$ cat src/rtl/count_ones_sequencer.sv
// rtl/count_ones_sequencer.sv - multi-cycle chunked popcount with valid/ready handshakes
module count_ones_sequencer #(
   parameter int WIDTH       = 64,
   parameter int CHUNK_WIDTH = 8,
   parameter int CHUNK_COUNT = WIDTH / CHUNK_WIDTH,
   parameter int COUNT_WIDTH = $clog2(WIDTH + 1)
) (
   input  logic                   clock,
   input  logic                   resetn,
   input  logic                   input_valid,
   output logic                   input_ready,
   input  logic [WIDTH-1:0]       input_data,
   output logic                   output_valid,
   input  logic                   output_ready,
   output logic [COUNT_WIDTH-1:0] output_count,
   output logic                   busy
);

   // A single-chunk configuration still needs a one-bit index register.
   localparam int IDX_WIDTH = (CHUNK_COUNT > 1) ? $clog2(CHUNK_COUNT) : 1;
   localparam logic [IDX_WIDTH-1:0] LAST_IDX = IDX_WIDTH'(CHUNK_COUNT - 1);

   typedef enum logic [1:0] {
      ST_IDLE  = 2'd0,
      ST_COUNT = 2'd1,
      ST_DONE  = 2'd2
   } state_e;

   state_e                 state_q, state_d;
   logic [WIDTH-1:0]       shift_q, shift_d;
   logic [COUNT_WIDTH-1:0] acc_q, acc_d;
   logic [IDX_WIDTH-1:0]   idx_q, idx_d;

   logic [COUNT_WIDTH-1:0] chunk_ones;
   logic [WIDTH-1:0]       remainder;
   logic                   last_chunk;

   // Ones in the low chunk, already zero-extended to the accumulator width.
   always_comb begin
      chunk_ones = '0;
      for (int i = 0; i < CHUNK_WIDTH; i++) begin
         chunk_ones = chunk_ones + COUNT_WIDTH'(shift_q[i]);
      end
   end

   // Stop after the final chunk, or as soon as nothing but zeros is left to walk.
   always_comb begin
      remainder  = shift_q >> CHUNK_WIDTH;
      last_chunk = (idx_q == LAST_IDX) || (remainder == '0);
   end

   // State register.
   always_ff @(posedge clock or negedge resetn) begin
      if (!resetn) begin
         state_q <= ST_IDLE;
      end else begin
         state_q <= state_d;
      end
   end

   // Next-state logic.
   always_comb begin
      state_d = state_q;
      case (state_q)
         ST_IDLE:  if (input_valid) state_d = ST_COUNT;
         ST_COUNT: if (last_chunk) state_d = ST_DONE;
         ST_DONE:  if (output_ready) state_d = ST_IDLE;
         default:  state_d = ST_IDLE;
      endcase
   end

   // Handshake flags are pure state decodes, so no input reaches an output combinationally.
   always_comb begin
      input_ready  = (state_q == ST_IDLE);
      output_valid = (state_q == ST_DONE);
      busy         = (state_q != ST_IDLE);
   end

   // Datapath next values: load on accept, accumulate and shift while counting, hold otherwise.
   always_comb begin
      shift_d = shift_q;
      acc_d   = acc_q;
      idx_d   = idx_q;
      case (state_q)
         ST_IDLE: begin
            if (input_valid) begin
               shift_d = input_data;
               acc_d   = '0;
               idx_d   = '0;
            end
         end
         ST_COUNT: begin
            acc_d   = acc_q + chunk_ones;
            shift_d = remainder;
            idx_d   = idx_q + IDX_WIDTH'(1);
         end
         default: begin
            shift_d = shift_q;
         end
      endcase
   end

   // Datapath registers; the accumulator doubles as the registered result.
   always_ff @(posedge clock or negedge resetn) begin
      if (!resetn) begin
         shift_q <= '0;
         acc_q   <= '0;
         idx_q   <= '0;
      end else begin
         shift_q <= shift_d;
         acc_q   <= acc_d;
         idx_q   <= idx_d;
      end
   end

   assign output_count = acc_q;

endmodule

$ cat config.mk
export PLATFORM = sky130hd
export DESIGN_NAME = count_ones_sequencer
export DESIGN_NICKNAME = d
export VERILOG_FILES = /design/src/rtl/count_ones_sequencer.sv
export SDC_FILE = /design/constraint.sdc
export NUM_CORES = 1
export LEC_CHECK = 0
export CAP_MARGIN = 20
export CORE_UTILIZATION = 45
export CTS_CLUSTER_DIAMETER = 150
export DETAILED_ROUTE_END_ITERATION = 12
export HOLD_SLACK_MARGIN = 0.03
export PLACE_DENSITY_LB_ADDON = 0.05
export SLEW_MARGIN = 20
export SYNTH_ARGS = -nofsm -noshare
export SYNTH_HDL_FRONTEND = slang
export SYNTH_SLANG_ARGS = --single-unit
$ cat constraint.sdc
create_clock -name clock -period 4.85 [get_ports clock]
set_input_delay 1.2125 -clock clock [delete_from_list [all_inputs] [get_ports clock]]
set_output_delay 1.2125 -clock clock [all_outputs]
set_load 0.01 [all_outputs]
# After elaboration in Yosys (flattened, before gate mapping)
# Cells that the tools add are included.
# word_totals
reg_bits	76
input_bits	68
output_inout_bits	10
word_cells	36
# op_classes
add_sub_neg	9
n_eq_ne	6
mux	10
n_reduce_logical	7
# op_table
operator	n
$pmux W64 S2	1
$logic_not A64 Y1	1
$mux W64	1
$pmux W7 S2	1
$add A6 B1 Y7	1
$add A7 B1 Y7	1
$add A7 B7 Y7	1
$mux W7	1
$add A5 B1 Y6	1
$mux W2	3
$pmux W2 S3	1
$pmux W3 S2	1
$add A4 B1 Y5	1
$add A3 B1 Y4	1
$ne A2 B2 Y1 const B	2
$reduce_bool A2 Y1	2
$add A2 B1 Y3	1
$add A3 B1 Y3 const B	1
$eq A3 B3 Y1 const B	1
$mux W3	1
$reduce_and A3 Y1	1
$add A1 B1 Y2	1
$eq A2 B1 Y1 const B	1
$eq A2 B2 Y1 const B	1
other kinds (4)	4

# Depth between registers and ports, before layout
# logic_depth
depth_word	9
ltp_mapped	11
depth_no_buf	11

# Worst setup path after synthesis
# No wires, ideal clock.
# synth_timing
path_type	register to register
startpoint	register acc_q[0], in the netlist output_count[0]
endpoint	register acc_q[6], in the netlist output_count[6]
setup_time_ps	95
t_arrival_ps	3152
required_time_ps	4755
path_slack_ps	1603
stages_incl_launch_ff	12
path_buffers	0
synth_period_minus_slack_ps	3247
cell_sequence	dfrtp_1 fa_1 inv_1 fa_1 fa_1 fa_1 inv_1 fa_1 a21o_1 a21oi_1 o211ai_1 o31ai_1
# synth_between
elab_chain_len	2
# synth_lines
element	line_no	rtl
from (decl)	31	logic [COUNT_WIDTH-1:0] acc_q, acc_d;
from (signal assigned)	107	acc_q <= '0;
from (signal assigned)	111	acc_q <= acc_d;
$add A7 B7 Y7	93	acc_d = acc_q + chunk_ones;
$pmux W7 S2	84	case (state_q)
# Every way passes these cells.
# A chain may end at the register's enable or synchronous reset.

# Final worst setup path
# Same ends and word-level chain as after synthesis.

==> metrics list <==
- Cell Area, Synth: 3720 um2
- In this design, the critical path's most frequently occurring cell is fa_1.
* CTS Buf Count: 9
- The number of max-slew violations in the final report came to 0.
* Area of the core: 7850 um2
* Per-cell routed wire length: 17.1 um
- Worst path slowest cell: fa_1
* Part of the Yosys area used for sequential elements: 51.1%
- Router iterations before antenna repair: 5
* Gate count of the mapped netlist: 376
- The die covers 8640 um2.
* Crit-path max cell delay: 0.54 ns
- CTS built an H-tree with a depth of 3.
* Count of unique library cells instantiated by Yosys: 32
- The first global-routing pass estimated 15700 um of wire.
- Post-Place Cell Area: 4510 um2
* Count of warnings emitted by yosys: 0
* Remaining DRCs: 0
- Clock tree from TritonCTS: done
- The die is 93.0 um wide.
- Number of top-level pins: 78
* Flops & latches, synth: 76
- Detailed Place HPWL: 6140 um
- PostCTS Resize Cnt: 0
* Synth Net Count: 457
- Cells with a size suffix above 1 make up 5.63% of the layout.
- Post-CTS setup repair buffer count: 0
* Crit end category: flop
- Count of non-filler cells in the finished layout: 546
- Worst hold path class: flop to flop
- Count of endpoints failing hold in the final timing report: 0
- Clock latency on the worst-skew pair, taken at its later pin, is 0.35 ns.
* Number of instances in the placed design: 532
* Critical path peak fanout: 4
- The tool flagged a number of max-cap violations equal to 0.
* Largest vdd supply drop: 0.000337 V
- Leakage power figure: 1.99 nW
- Adding up every negative setup slack in the final design gives 0 ns.
- The worst setup path is of the flop to flop kind.
- The area growth from synthesis to layout is 27.3%.
- Of the available clock period, the critical path in the final layout requires 70.3%.
* Detailed router's first-iteration violation count: 269
- All-Layer GR Usage: 23.4%
* # clock sinks: 76
* Height of the die: 93.0 um
- Clock tree skew after final layout: 0.0111 ns
- Number of antenna violations at the first check in global routing: 0
- Main synth FF type: dfrtp_1
* Hold-fix buffer count after cts: 0
- After clock tree synthesis, the clock-pin slew on the worst setup and hold paths is 0.08 ns.
- Number of global-route vias before repair: 3074
- Highest clock rate: 293 MHz
- Once the floorplan was initialized, standard cells occupied 47.4% of the core.
- After synthesis, the share of flip-flops with an asynchronous set or reset is 100%.
- In this run the tool buffered the top-level ports with 77 buffer cells.
* Critical path, cell by cell: fa_1 -> inv_1 -> fa_1 -> fa_1 -> fa_1 -> inv_1 -> fa_1 -> a21o_1 -> a21oi_1 -> o211ai_1 -> o31ai_1
* Tightest hold margin: 0.489 ns
* GP Congestion: 0.747
* Total wire length after detailed routing: 9350 um
* Largest net degree at the start of global routing: 69
- Counting I/O delays and the setup requirement, the final critical path takes 3.41 ns.
- Power spread over the standard cell area amounts to 720 nW/um2.
- Critical path arrival: 3.66 ns
- After routing the design area is 4740 um2.
* Root buffer cell: clkbuf_8
* Via count: 3065
- Worst relative slew slack: 49.2%
- STA classifies the critical path startpoint as a flop.
- The flow ran to the end, and the final reports show no timing, DRC or antenna violations.
- Row count: 32
* Aggregate global routing overflow: 0
- The count of nets left with antenna violations once routing finished came out at 0.
* Mean number of vias per cell: 5.61
* Per-instance average area after synthesis: 9.90 um2
- Required time of the worst setup path: 5.10 ns
* Unrepaired setup endpoints after global routing: false
* Transition time at the pin with the least slew margin: 0.760 ns
- 0 antenna diodes ended up in the layout.
* Setup violation total in the final timing report: 0
- Number of enable-type register cells in the synthesized netlist: 0
- At the end of the flow, the number of nets in the layout was 522.
- No sink is reached through more buffers than the 2 on the longest clock path.
==> where the power goes <==
part           total (W)  switching, W  internal, W
combinational    0.00163      0.000906     0.000727
clock           0.000564      0.000229     0.000335
sequential       0.00122      0.000281     0.000935
==> layout by cell type (no fill, tap or decap), types with 2 or more instances in the layout <==
| cell type | count |
|---|---|
| a21oi_1 | 8 |
| a22o_1 | 8 |
| a22oi_1 | 53 |
| and3b_1 | 3 |
| buf_4 | 5 |
| bufinv_16 | 3 |
| clkbuf_8 | 9 |
| clkdlybuf4s50_1 | 76 |
| dfrtp_1 | 75 |
| fa_1 | 5 |
| ha_1 | 8 |
| inv_1 | 12 |
| nand2_1 | 66 |
| nand2b_1 | 3 |
| nand4_1 | 3 |
| nor2_1 | 2 |
| nor2b_1 | 6 |
| nor4_1 | 14 |
| o211ai_1 | 3 |
| o21ai_0 | 45 |
| o21ai_1 | 19 |
| o31ai_1 | 3 |
==> cell families (layout without fill, tap and decap cells) <==
logic type,Yosys count,count (layout),share of synthesized area (%)
AOI/OAI and AO/OA,143,143,24.5
xor gates and xnor gates,1,1,0.235
adders and majority gates,13,13,5.38
buffers and inverters,40,108,5.24
DFF,76,76,51.1
muxes,1,1,0.269
and+or+nand+nor,102,102,13.2
==> per-layer routing <==
metal / wire [um] / share of wire [%] / up-vias / global-route usage [%]
li1: - / - / 1486 / -
met1: 4400 / 47 / 1484 / 34.0
met2: 4420 / 47 / 85 / 35.8
met3: 439 / 4.7 / 10 / 5.42
met4: 93 / 0.99 / 0 / 4.87
met5: 0 / 0 / - / 0
==> cell usage after synthesis, drive strengths merged, types with 3 or more instances <==
| master | n | area, um2 |
|---|---|---|
| a22o | 8 | 70.1 |
| dfrtp | 76 | 1900 |
| o211ai | 3 | 22.5 |
| fa | 5 | 100 |
| nand2 | 66 | 248 |
| nor4 | 14 | 87.6 |
| a21oi | 8 | 40.0 |
| clkbuf | 11 | 41.3 |
| o31ai | 3 | 22.5 |
| inv | 12 | 45.0 |
| ha | 8 | 100 |
| buf | 17 | 109 |
| a22oi | 53 | 398 |
| and3b | 3 | 26.3 |
| nor2 | 3 | 18.8 |
| nand4 | 3 | 18.8 |
| nor2b | 7 | 43.8 |
| nand2b | 3 | 18.8 |
| o21ai | 64 | 320 |
==> per-stage QoR <==
| stage | setup slack, ns | power [W] | util, % |
|---|---|---|---|
| 2_1_floorplan | 1.60 | 0.00239 | - |
| 5_1_grt | 1.22 | 0.00374 | 60.4 |
| 4_1_cts | 1.42 | 0.00344 | 60.4 |
| 3_3_place_gp | 1.56 | 0.00280 | 57.5 |
| 6_report | 1.44 | 0.00341 | 60.4 |
| 3_5_place_dp | 1.45 | 0.00285 | 57.5 |
==> sequential cells by signal, summed over array words and instances, names as in the netlist <==
register      count
state_q           2
shift_q          64
idx_q             3
output_count      7
==> critical path: cells and delay by family (launching register included) <==
kind            cells  cell delay (ns)
fa+ha+maj           5             2.08
compound gates      4             0.69
flops               1             0.42
buf+inv             2             0.11
==> worst paths after layout <==
| kind | start | endpoint | slack (ns) | cells past startpoint |
|---|---|---|---|---|
| max in group asynchronous | resetn | shift_q[58] | 2.91 | 2 |
| min | shift_q[6] | shift_q[6] | 0.49 | 2 |
| max reg2reg | output_count[0] | output_count[6] | 1.44 | 11 |
| min reg2reg | shift_q[6] | shift_q[6] | 0.49 | 2 |
| max | output_count[0] | output_count[6] | 1.44 | 11 |
| min in group asynchronous | resetn | shift_q[15] | 0.85 | 1 |
==> layout make-up <==
class                   count  area [um2]
inverters                  12        45.0
fillers                   731        3110
flip-flops and latches     76        1900
multi-input cells         260        1630
clock buffers               9         124
well taps                 102         128
clock inverters             5         103
repair buffers             82         803
Power figures use the tool's default switching activity.
